**src/rtl/vm_pkg.sv**
```systemverilog
// Definitions shared between the coin acceptor front end and the vending FSM.
package vm_pkg;
    localparam logic [1:0] COIN_NONE = 2'b00;
    localparam logic [1:0] COIN_5    = 2'b01;
    localparam logic [1:0] COIN_10   = 2'b10;

    typedef enum logic [1:0] {IDLE, MEASURE, JAM, GAP} acc_state_t;
endpackage

```
**src/rtl/sync_debounce.sv**
```systemverilog
// Two-flop synchroniser followed by a persistence-count debouncer.
module sync_debounce #(
    parameter int DEB_CYCLES = 4
) (
    input  logic clk,
    input  logic rst,
    input  logic raw,
    output logic db
);
    localparam int DW = $clog2(DEB_CYCLES + 1);

    logic          s1, s2;
    logic [DW-1:0] cnt;

    always_ff @(posedge clk) begin
        if (rst) begin
            s1  <= 1'b0;
            s2  <= 1'b0;
            db  <= 1'b0;
            cnt <= '0;
        end else begin
            s1 <= raw;
            s2 <= s1;
            // db follows s2 only after it has differed on DEB_CYCLES edges in a row
            if (s2 == db) begin
                cnt <= '0;
            end else if (cnt == DW'(DEB_CYCLES - 1)) begin
                db  <= s2;
                cnt <= '0;
            end else begin
                cnt <= cnt + 1'b1;
            end
        end
    end
endmodule

```
**src/rtl/coin_acceptor.sv**
```systemverilog
// Measures debounced coin-sensor pulses and turns them into one-cycle coin codes,
// rejects and jam status for the vending FSM.
module coin_acceptor
    import vm_pkg::*;
#(
    parameter int DEB_CYCLES = 4,
    parameter int W5_MIN     = 20,
    parameter int W5_MAX     = 40,
    parameter int W10_MIN    = 60,
    parameter int W10_MAX    = 100,
    parameter int JAM_CYCLES = 255,
    parameter int GAP_CYCLES = 16,
    parameter int CW         = 8
) (
    input  logic          clk,
    input  logic          rst,
    input  logic          coin_sense,
    input  logic          accept_en,
    output logic [1:0]    coin,
    output logic          reject,
    output logic          jam,
    output logic          busy,
    output logic [CW-1:0] reject_cnt
);
    localparam int GW = $clog2(GAP_CYCLES + 1);

    logic          db;
    acc_state_t    state, state_n;
    logic [CW-1:0] wcnt, wcnt_n;
    logic [GW-1:0] gcnt, gcnt_n;
    logic          bad, bad_n;
    logic [1:0]    coin_n;
    logic          reject_n, jam_n;

    sync_debounce #(.DEB_CYCLES(DEB_CYCLES)) u_deb (
        .clk (clk),
        .rst (rst),
        .raw (coin_sense),
        .db  (db)
    );

    always_comb begin
        state_n  = state;
        wcnt_n   = wcnt;
        gcnt_n   = gcnt;
        bad_n    = bad;
        coin_n   = COIN_NONE;
        reject_n = 1'b0;
        jam_n    = jam;
        case (state)
            IDLE: begin
                if (db) begin
                    state_n = MEASURE;
                    wcnt_n  = CW'(1);
                    bad_n   = ~accept_en;
                end
            end
            MEASURE: begin
                if (db) begin
                    wcnt_n = wcnt + 1'b1;
                    bad_n  = bad | ~accept_en;
                    if (wcnt + 1'b1 == CW'(JAM_CYCLES)) begin
                        state_n = JAM;
                        jam_n   = 1'b1;
                    end
                end else begin
                    if (!bad && wcnt >= CW'(W5_MIN) && wcnt <= CW'(W5_MAX))
                        coin_n = COIN_5;
                    else if (!bad && wcnt >= CW'(W10_MIN) && wcnt <= CW'(W10_MAX))
                        coin_n = COIN_10;
                    else
                        reject_n = 1'b1;
                    state_n = GAP;
                    gcnt_n  = '0;
                end
            end
            JAM: begin
                if (!db) begin
                    jam_n    = 1'b0;
                    reject_n = 1'b1;
                    state_n  = GAP;
                    gcnt_n   = '0;
                end
            end
            GAP: begin
                // a pulse arriving during the quiet time is measured but always rejected
                if (db) begin
                    state_n = MEASURE;
                    wcnt_n  = CW'(1);
                    bad_n   = 1'b1;
                end else if (gcnt == GW'(GAP_CYCLES - 1)) begin
                    state_n = IDLE;
                end else begin
                    gcnt_n = gcnt + 1'b1;
                end
            end
            default: state_n = IDLE;
        endcase
    end

    always_ff @(posedge clk) begin
        if (rst) begin
            state      <= IDLE;
            wcnt       <= '0;
            gcnt       <= '0;
            bad        <= 1'b0;
            coin       <= COIN_NONE;
            reject     <= 1'b0;
            jam        <= 1'b0;
            reject_cnt <= '0;
        end else begin
            state  <= state_n;
            wcnt   <= wcnt_n;
            gcnt   <= gcnt_n;
            bad    <= bad_n;
            coin   <= coin_n;
            reject <= reject_n;
            jam    <= jam_n;
            if (reject_n && reject_cnt != {CW{1'b1}})
                reject_cnt <= reject_cnt + 1'b1;
        end
    end

    assign busy = (state != IDLE);
endmodule

```
**config.mk**
```make
export PLATFORM = sky130hd
export DESIGN_NAME = coin_acceptor
export DESIGN_NICKNAME = d
export VERILOG_FILES = /design/src/rtl/vm_pkg.sv /design/src/rtl/sync_debounce.sv /design/src/rtl/coin_acceptor.sv
export SDC_FILE = /design/constraint.sdc
export NUM_CORES = 1
export LEC_CHECK = 0
export CORE_AREA = 2 2 70 72
export DETAILED_ROUTE_END_ITERATION = 6
export DIE_AREA = 0 0 72 74
export GPL_TIMING_DRIVEN = 0
export PLACE_DENSITY = 0.59
export SYNTH_ARGS = -nofsm -noshare
export SYNTH_HDL_FRONTEND = slang
export SYNTH_SLANG_ARGS = --single-unit
```
**constraint.sdc**
```tcl
create_clock -name clk -period 3.1 [get_ports clk]
set_clock_uncertainty 0.1 [all_clocks]
set_input_delay 0.62 -clock clk [delete_from_list [all_inputs] [get_ports clk]]
set_output_delay 0.62 -clock clk [all_outputs]
set_load 0.02 [all_outputs]
```
==> results.py, run 1 <==
metrics = {
    "setup_path": {
        "cp-start-kind": "flip-flop",
        "cp.arrival_ns": 2.53,
        "required_ns": 3.18,
        "cp_max_fo": 6,
        "critPathKind": "reg2reg",
        "critPathCaptureType": "flip-flop",
    },
    "global_routing": {
        "grt-busiest-layer": "met2",
        "grt_use_met2_pct": 28.8,
        "grt_pass1_wl_mm": 7.37,
        "track_usage_pct": 18.0,
        "met1_usage_pct": 24.0,
        "grt_pass1_vias": 1556,
        "antenna_found_initial": 0,
        "gr-usage-met3_pct": 3.39,
        "grt_max_degree": 12,
        "globalRouteOverflowTotal": 0,
    },
    "clocking": {
        "root_buffer": "clkbuf_8",
        "holdBufCountCts": 0,
        "cts_setup_buffers": 0,
        "htree_levels": 2,
        "tritoncts": "built",
        "cts.sinks": 34,
        "insertion_delay_ns": 0.29,
        "clk_path_buf_depth": 2,
        "numCtsBuffers": 5,
        "clk_pin_slew_worst_paths_ns": 0.07,
        "ctsResizeCount": 0,
    },
    "power_and_ir_drop": {
        "power.density_nw_per_um2": 487,
        "p_int_mw": 0.744,
        "finalPower_mw": 1.13,
        "seqPwrFrac_pct": 40.5,
        "vdd_drop_max_mv": 0.370,
        "comb_power_share_pct": 28.5,
        "power_frac_clock_pct": 31.1,
        "p_sw_share_pct": 34.0,
        "switching_power_mw": 0.384,
        "leakage_nw": 0.823,
    },
    "route": {
        "drc_errors": 0,
        "wire_per_inst_um": 14.0,
        "dr.first_iter.drc_count": 78,
        "routed_wl_mm": 4.46,
        "ant_nets": 0,
        "vias": 1722,
        "viasPerCell": 5.40,
        "drtPass1Iterations": 4,
    },
    "floorplan": {
        "die_w_um": 72,
        "core_area_sq_um": 4600,
        "io_pins": 17,
        "initial_core_util_pct": 43.3,
        "fp.dieH_um": 74,
        "dieArea_sq_um": 5330,
        "rows": 25,
    },
    "sta": {
        "tightest_slew_ns": 0.564,
        "setup_viol": 0,
        "rsz0062_at_grt": "no",
        "finalMaxSlewViolations": 0,
        "fin_crit_ns": 2.45,
        "fmax_ghz": 0.408,
        "min_period_over_period_pct": 79.1,
        "relSlewSlack_pct": 62.4,
        "tns_ns": 0,
        "hold_violations": 0,
    },
    "final_layout": {
        "final_common_cell": "dfxtp_1",
        "finalNetCount": 282,
        "fin_util_pct": 50.4,
        "drive_gt1_share_pct": 9.43,
        "most-common-layout-cells": "dfxtp_1, a21oi_1, nor2_1",
        "finalInstanceArea_sq_um": 2320,
        "area_growth_syn_to_layout_pct": 16.2,
        "n_antenna_cell": 0,
    },
    "placed_design": {
        "place_area_sq_um": 2220,
        "finalWeightedCongestion": 0.818,
        "place.port_buffers": 16,
        "dp_hpwl_mm": 3.11,
    },
    "synth": {
        "netlist_area_sq_um": 1990,
        "synth_seq_area_share_pct": 34.1,
        "async_flop_share_pct": 0,
        "synth_edf_count": 0,
        "synth.avg_cell_area_sq_um": 8.27,
        "synthCells": 241,
        "syn_nets": 259,
        "synthFlopType": "dfxtp_1",
        "ys_types": 50,
        "ys_seq_elements": 34,
        "yosysWarnings": 0,
    },
    "min_path": {
        "hold_class": "reg2reg",
    },
    "run_status": {
        "status": "finished clean",
    },
    "flow_run": {
        "maxCapViolCount": 0,
    },
}
-- final timing paths --
| path | startpoint | to | slack, ns | depth (start not counted) |
|---|---|---|---|---|
| min | u_deb.cnt[0] | u_deb.cnt[0] | 0.32 | 1 |
| min reg2reg | u_deb.cnt[0] | u_deb.cnt[0] | 0.32 | 1 |
| max | state[1] | reject_cnt[4] | 0.65 | 6 |
| max reg2reg | state[1] | reject_cnt[4] | 0.65 | 6 |
-- layout make-up --
class | count | area (sq um)
Buffer | 13 | 88.8
Inverter | 15 | 56.3
Clock inverter | 2 | 12.5
Fill cell | 462 | 2280
Multi-Input combinational cell | 179 | 1170
Tap cell | 54 | 67.6
Timing Repair Buffer | 16 | 160
Clock buffer | 6 | 82.6
Sequential cell | 34 | 681
-- power groups by stage --
stage / Sequential [mW] / Combinational, mW / Clock (mW)
floorplan: 0.464 / 0.232 / 0
global placement: 0.467 / 0.319 / 0
detailed placement: 0.467 / 0.318 / 0
CTS: 0.456 / 0.322 / 0.367
global route: 0.458 / 0.359 / 0.378
finish: 0.457 / 0.321 / 0.351
-- through the flow --
| stage | cells | worst slack [ns] | hold slack (ns) |
|---|---|---|---|
| final | 319 | 0.649 | 0.320 |
| after global placement | 311 | 0.722 | 0.310 |
| after floorplan | 241 | 1.03 | 0.299 |
| after detailed placement | 311 | 0.717 | 0.316 |
| after global routing | 319 | 0.486 | 0.337 |
| after CTS | 319 | 0.638 | 0.327 |
-- Yosys cell counts, drive strengths merged, types with 4 or more instances --
cell | number | area share (%)
o21ai | 14 | 3.5
nand2 | 15 | 2.8
nor3 | 9 | 2.3
buf | 8 | 3.5
or3 | 6 | 1.9
nand3 | 11 | 2.8
o31ai | 4 | 1.5
ha | 14 | 8.8
nand2b | 5 | 1.7
dfxtp | 34 | 34
nor2b | 6 | 1.9
nor2 | 21 | 4.0
clkbuf | 5 | 0.94
a21oi | 22 | 5.5
nand4 | 6 | 2.2
inv | 15 | 2.8
-- cell families after synthesis --
| group | count (synthesis) | synth area share (%) |
|---|---|---|
| flip-flops | 34 | 34.1 |
| XOR/XNOR | 3 | 1.32 |
| AND/OR/NAND/NOR | 97 | 26.6 |
| adder cells (fa/ha/maj) | 14 | 8.79 |
| multiplexers | 5 | 2.64 |
| buffers and inverters | 28 | 7.28 |
| AO/OA/AOI/OAI | 60 | 19.2 |
-- critical path, stage by stage (launching register included) --
cell     delay [ns]
dfxtp_1        0.43
inv_1          0.12
ha_1           0.33
nor2b_1        0.37
nand2_1        0.18
nor4b_1        0.43
mux2_2         0.38
-- layer usage --
metal	wire, um	part of all wire [%]	vias to the layer above
met4	76	1.7	0
met2	1950	44	34
met5	0	0	-
li1	-	-	906
met1	2280	51	775
met3	155	3.5	7
-- registers in the layout (all words and copies together), names as in the netlist --
signal / flops
reject_cnt: 8
wcnt: 8
gcnt: 5
u_deb.cnt: 3
coin: 2
state: 2
bad: 1
jam: 1
reject: 1
u_deb.db: 1
u_deb.s1: 1
u_deb.s2: 1
(Power assumes the default switching activity.)
==> run 2, diff against run 1 <==
==> constraint.sdc (replaced) <==
create_clock -name clk -period 2.3 [get_ports clk]
set_clock_uncertainty 0.1 [all_clocks]
set_input_delay 0.46 -clock clk [delete_from_list [all_inputs] [get_ports clk]]
set_output_delay 0.46 -clock clk [all_outputs]
set_load 0.02 [all_outputs]
==> run 2 against run 1 <==
  * Via count is 0.12% higher
  * Hold slack hardly changed
  * Sequential power is 34% higher
  * Setup slack worse by 0.56 ns
  * Routed wire length is 0.11% higher
  * Largest cell class unchanged
  * Largest power group unchanged
  * Highest routed layer unchanged
==> results.py, run 2 (synthesis results as in run 1) <==
metrics = {
    "run_status": {
        "status": "finished clean",
    },
    "route": {
        "drc_errors": 0,
        "wire_per_inst_um": 14.0,
        "dr.first_iter.drc_count": 73,
        "drtPass1Iterations": 6,
        "ant_nets": 0,
        "viasPerCell": 5.40,
        "vias": 1724,
        "routed_wl_mm": 4.46,
    },
    "global_routing": {
        "grt_pass1_wl_mm": 7.38,
        "track_usage_pct": 18.0,
        "grt_pass1_vias": 1562,
        "antenna_found_initial": 0,
        "grt_max_degree": 12,
        "globalRouteOverflowTotal": 0,
    },
    "power_and_ir_drop": {
        "leakage_nw": 0.857,
        "power.density_nw_per_um2": 657,
        "finalPower_mw": 1.55,
        "vdd_drop_max_mv": 0.486,
    },
    "clocking": {
        "root_buffer": "clkbuf_8",
        "clk_pin_slew_worst_paths_ns": 0.07,
        "tritoncts": "built",
        "numCtsBuffers": 5,
        "insertion_delay_ns": 0.29,
        "cts.sinks": 34,
        "htree_levels": 2,
        "cts_setup_buffers": 0,
        "clk_path_buf_depth": 2,
    },
    "floorplan": {
        "rows": 25,
        "fp.dieH_um": 74,
        "die_w_um": 72,
        "core_area_sq_um": 4600,
        "io_pins": 17,
        "initial_core_util_pct": 43.3,
        "dieArea_sq_um": 5330,
    },
    "placed_design": {
        "dp_hpwl_mm": 3.11,
        "place.port_buffers": 16,
        "placed_cells": 311,
        "finalWeightedCongestion": 0.818,
        "place_area_sq_um": 2220,
    },
    "setup_path": {
        "cp-start-kind": "flip-flop",
        "cp_max_fo": 8,
        "path_cells": "inv_1 -> ha_1 -> nand2b_1 -> a211oi_2 -> a211oi_4 -> nor4b_2 -> mux2_2",
        "cp_slowest_cell": "dfxtp_4",
        "critPathKind": "reg2reg",
        "cp_num_cells": 7,
        "required_ns": 2.38,
        "reg2reg_slack_ns": 0.09,
        "regToRegEndpoint": "reject_cnt[4]",
        "critPathCaptureType": "flip-flop",
        "crit_path_start": "wcnt[0]",
        "cp.arrival_ns": 2.30,
        "cpPeakStageDelay_ns": 0.38,
        "r2r_start": "wcnt[0]",
        "setup.worst_path.end": "reject_cnt[4]",
        "reg2reg_depth": 7,
        "crit_family": "simple AND/OR/NAND/NOR gates",
        "path_buf_inv": 1,
    },
    "flow_run": {
        "maxCapViolCount": 0,
    },
    "final_layout": {
        "stdcell_count": 319,
        "fin_util_pct": 51.2,
        "top_regs": "reject_cnt: 8 flops, wcnt: 8 flops, gcnt: 5 flops",
        "n_antenna_cell": 0,
        "most-common-layout-cells": "dfxtp_1, a21oi_1, nor2_1",
        "finalInstanceArea_sq_um": 2360,
        "area_growth_syn_to_layout_pct": 18.2,
        "finalNetCount": 282,
        "final_common_cell": "dfxtp_1",
        "drive_gt1_share_pct": 13.2,
    },
    "sta": {
        "fin_crit_ns": 2.21,
        "setup_viol": 0,
        "finalMaxSlewViolations": 0,
        "relSlewSlack_pct": 61.8,
        "tightest_slew_ns": 0.573,
        "fmax_ghz": 0.452,
        "min_period_over_period_pct": 96.2,
        "hold_violations": 0,
    },
    "min_path": {
        "hold_class": "reg2reg",
    },
}
==> run 2: layout make-up <==
class / count / area [sq um]
Sequential cell: 34 / 687
Inverter: 15 / 56.3
Buffer: 13 / 92.6
Clock buffer: 6 / 82.6
Fill cell: 464 / 2240
Timing Repair Buffer: 16 / 163
Tap cell: 54 / 67.6
Clock inverter: 2 / 12.5
Multi-Input combinational cell: 179 / 1190
==> run 2: routing by layer <==
| metal | share of wire [%] | track usage, % | wire length (um) |
|---|---|---|---|
| met2 | 45 | 28.9 | 2010 |
| met5 | 0 | 0 | 0 |
| met1 | 51 | 23.9 | 2280 |
| met4 | 0.94 | 7.55 | 42 |
| met3 | 2.8 | 3.39 | 123 |
==> run 2: worst min-delay path by stage <==
stage | from | endpoint | slack, ns | cells past startpoint
floorplan | u_deb.cnt[0] | u_deb.cnt[0] | 0.30 | 1
global placement | u_deb.cnt[0] | u_deb.cnt[0] | 0.31 | 1
detailed placement | u_deb.cnt[0] | u_deb.cnt[0] | 0.32 | 1
CTS | u_deb.cnt[0] | u_deb.cnt[0] | 0.33 | 1
global route | u_deb.cnt[0] | u_deb.cnt[0] | 0.34 | 1
finish | u_deb.cnt[0] | u_deb.cnt[0] | 0.32 | 1
==> run 2: worst reg2reg max path, cell delays in order (launching register included) <==
cell and delay (ns):
dfxtp_4 0.38, inv_1 0.07, ha_1 0.26, nand2b_1 0.17
a211oi_2 0.28, a211oi_4 0.15, nor4b_2 0.33, mux2_2 0.36
==> run 2: through the flow <==
step           setup TNS, ns  setup slack, ns  hold slack (ns)
6_report                   0           0.0875            0.320
4_1_cts                    0           0.0164            0.327
2_1_floorplan              0            0.229            0.299
3_5_place_dp         -0.0832          -0.0832            0.316
3_3_place_gp         -0.0779          -0.0779            0.310
5_1_grt            -0.000365        -0.000365            0.337
==> run 2: report_power, final <==
group          leakage, nW  switching [mW]  internal [mW]
combinational        0.533           0.282          0.177
sequential           0.276          0.0133          0.601
clock               0.0472           0.233          0.241
==> run 2: timing repair <==
item | in CTS | in global routing
gates resized for setup | 5 | 10
hold buffers | 0 | 0
endpoints found under the setup margin | 4 | 9
pin swaps | 0 | 3
==> run 3, diff against run 2 <==
--- a/config.mk
+++ b/config.mk
@@ -9,6 +9,7 @@
 export DETAILED_ROUTE_END_ITERATION = 6
 export DIE_AREA = 0 0 72 74
 export GPL_TIMING_DRIVEN = 0
+export MAX_ROUTING_LAYER = met4
 export PLACE_DENSITY = 0.59
 export SYNTH_ARGS = -nofsm -noshare
 export SYNTH_HDL_FRONTEND = slang
==> run 3 against run 2 <==
  * Hold slack about the same
  * Combinational power barely moved
  * Largest cell class unchanged
  * Die area is the same
  * Final area unchanged
  * Critical endpoint unchanged
  * Sequential share of layout area unchanged
  * Power barely moved
  * First-iteration DRC count is 18% higher
  * Non-clock buffer count is the same
  * Via count up 0.58%
==> results.py, run 3 (synthesis results as in run 1) <==
metrics = {
    "global_routing": {
        "antenna_found_initial": 0,
        "grt_pass1_wl_mm": 7.38,
        "globalRouteOverflowTotal": 0,
        "grt_use_met2_pct": 28.9,
        "gr-usage-met3_pct": 3.39,
        "track_usage_pct": 18.6,
        "met1_usage_pct": 23.9,
        "grt_max_degree": 12,
        "grt_pass1_vias": 1562,
        "grt-busiest-layer": "met2",
    },
    "clocking": {
        "cts_setup_buffers": 0,
        "clk_path_buf_depth": 2,
        "tritoncts": "built",
        "holdBufCountCts": 0,
        "insertion_delay_ns": 0.29,
        "clk_pin_slew_worst_paths_ns": 0.07,
        "root_buffer": "clkbuf_8",
        "cts.sinks": 34,
        "htree_levels": 2,
        "numCtsBuffers": 5,
    },
    "final_layout": {
        "final_common_cell": "dfxtp_1",
        "seq_area_sq_um": 687,
        "area_growth_syn_to_layout_pct": 18.2,
        "multi_input_area_sq_um": 1190,
        "top_regs": "reject_cnt: 8 flops, wcnt: 8 flops, gcnt: 5 flops",
        "nFillCells": 464,
        "drive_gt1_share_pct": 13.2,
        "fin_util_pct": 51.2,
        "most-common-layout-cells": "dfxtp_1, a21oi_1, nor2_1",
        "finalNetCount": 282,
        "n_antenna_cell": 0,
    },
    "floorplan": {
        "initial_core_util_pct": 43.3,
        "rows": 25,
        "dieArea_sq_um": 5330,
        "core_area_sq_um": 4600,
        "fp.dieH_um": 74,
        "io_pins": 17,
        "die_w_um": 72,
    },
    "min_path": {
        "hold_class": "reg2reg",
    },
    "placed_design": {
        "place.port_buffers": 16,
        "finalWeightedCongestion": 0.830,
        "dp_hpwl_mm": 3.11,
    },
    "setup_path": {
        "critPathKind": "reg2reg",
        "critPathCaptureType": "flip-flop",
        "cp.arrival_ns": 2.30,
        "cp-start-kind": "flip-flop",
        "cp_max_fo": 8,
        "required_ns": 2.38,
    },
    "route": {
        "drc_errors": 0,
        "routed_wl_mm": 4.45,
        "drtPass1Iterations": 4,
        "dr.first_iter.drc_count": 86,
        "ant_nets": 0,
        "wire_per_inst_um": 13.9,
        "vias": 1734,
        "viasPerCell": 5.44,
    },
    "power_and_ir_drop": {
        "leakage_nw": 0.857,
        "vdd_drop_max_mv": 0.487,
        "power.density_nw_per_um2": 657,
        "finalPower_mw": 1.55,
    },
    "sta": {
        "hold_violations": 0,
        "setup_viol": 0,
        "min_period_over_period_pct": 96.3,
        "fmax_ghz": 0.452,
        "finalMaxSlewViolations": 0,
        "tightest_slew_ns": 0.559,
        "relSlewSlack_pct": 62.8,
        "fin_crit_ns": 2.21,
    },
    "flow_run": {
        "maxCapViolCount": 0,
    },
    "run_status": {
        "status": "finished clean",
    },
}
[run 3: power by group]
part | internal, mW | total (mW) | switching, mW
combinational | 0.177 | 0.460 | 0.282
sequential | 0.601 | 0.614 | 0.0133
clock | 0.241 | 0.473 | 0.232
[run 3: worst paths after layout]
path                                   start       endpoint  slack (ns)  cells past startpoint
worst max register to register       wcnt[0]  reject_cnt[4]        0.09                      7
worst min register to register  u_deb.cnt[0]   u_deb.cnt[0]        0.32                      1
worst min-delay path            u_deb.cnt[0]   u_deb.cnt[0]        0.32                      1
worst max-delay path                 wcnt[0]  reject_cnt[4]        0.09                      7
[run 3: layout make-up]
type / instances / share of cell area [%]
buffer: 13 / 3.93
clock buffer: 6 / 3.51
clock inverter: 2 / 0.531
inverter: 15 / 2.39
multi-input combinational: 179 / 50.7
sequential: 34 / 29.2
tap: 54 / 2.87
timing repair buffer: 16 / 6.90
[run 3: stage by stage]
stage / setup WS [ns] / hold slack (ns) / instances / instance area (sq um) / TNS, ns
final: 0.0862 / 0.320 / 319 / 2360 / 0
after global placement: -0.0779 / 0.310 / 311 / 2220 / -0.0779
after CTS: 0.0164 / 0.327 / 319 / 2330 / 0
after global routing: -0.000365 / 0.337 / 319 / 2360 / -0.000365
after detailed placement: -0.0832 / 0.316 / 311 / 2220 / -0.0832
after floorplan: 0.229 / 0.299 / 241 / 1990 / 0
[run 3: routing by layer]
metal | part of all wire [%] | up-vias
li1 | - | 904
met5 | 0 | -
met4 | 1.7 | 0
met1 | 51 | 786
met2 | 44 | 37
met3 | 2.9 | 7
[run 3: critical path: stages (launching register included)]
cell,delay [ns]
dfxtp_4,0.38
inv_1,0.07
ha_1,0.26
nand2b_1,0.17
a211oi_2,0.29
a211oi_4,0.15
nor4b_2,0.33
mux2_2,0.36
[run 3: repair_timing]
action                                 CTS  global route
resized for setup                        5            10
setup endpoints to repair                4             9
endpoints found under the hold margin    0             0
pin swaps                                0             3
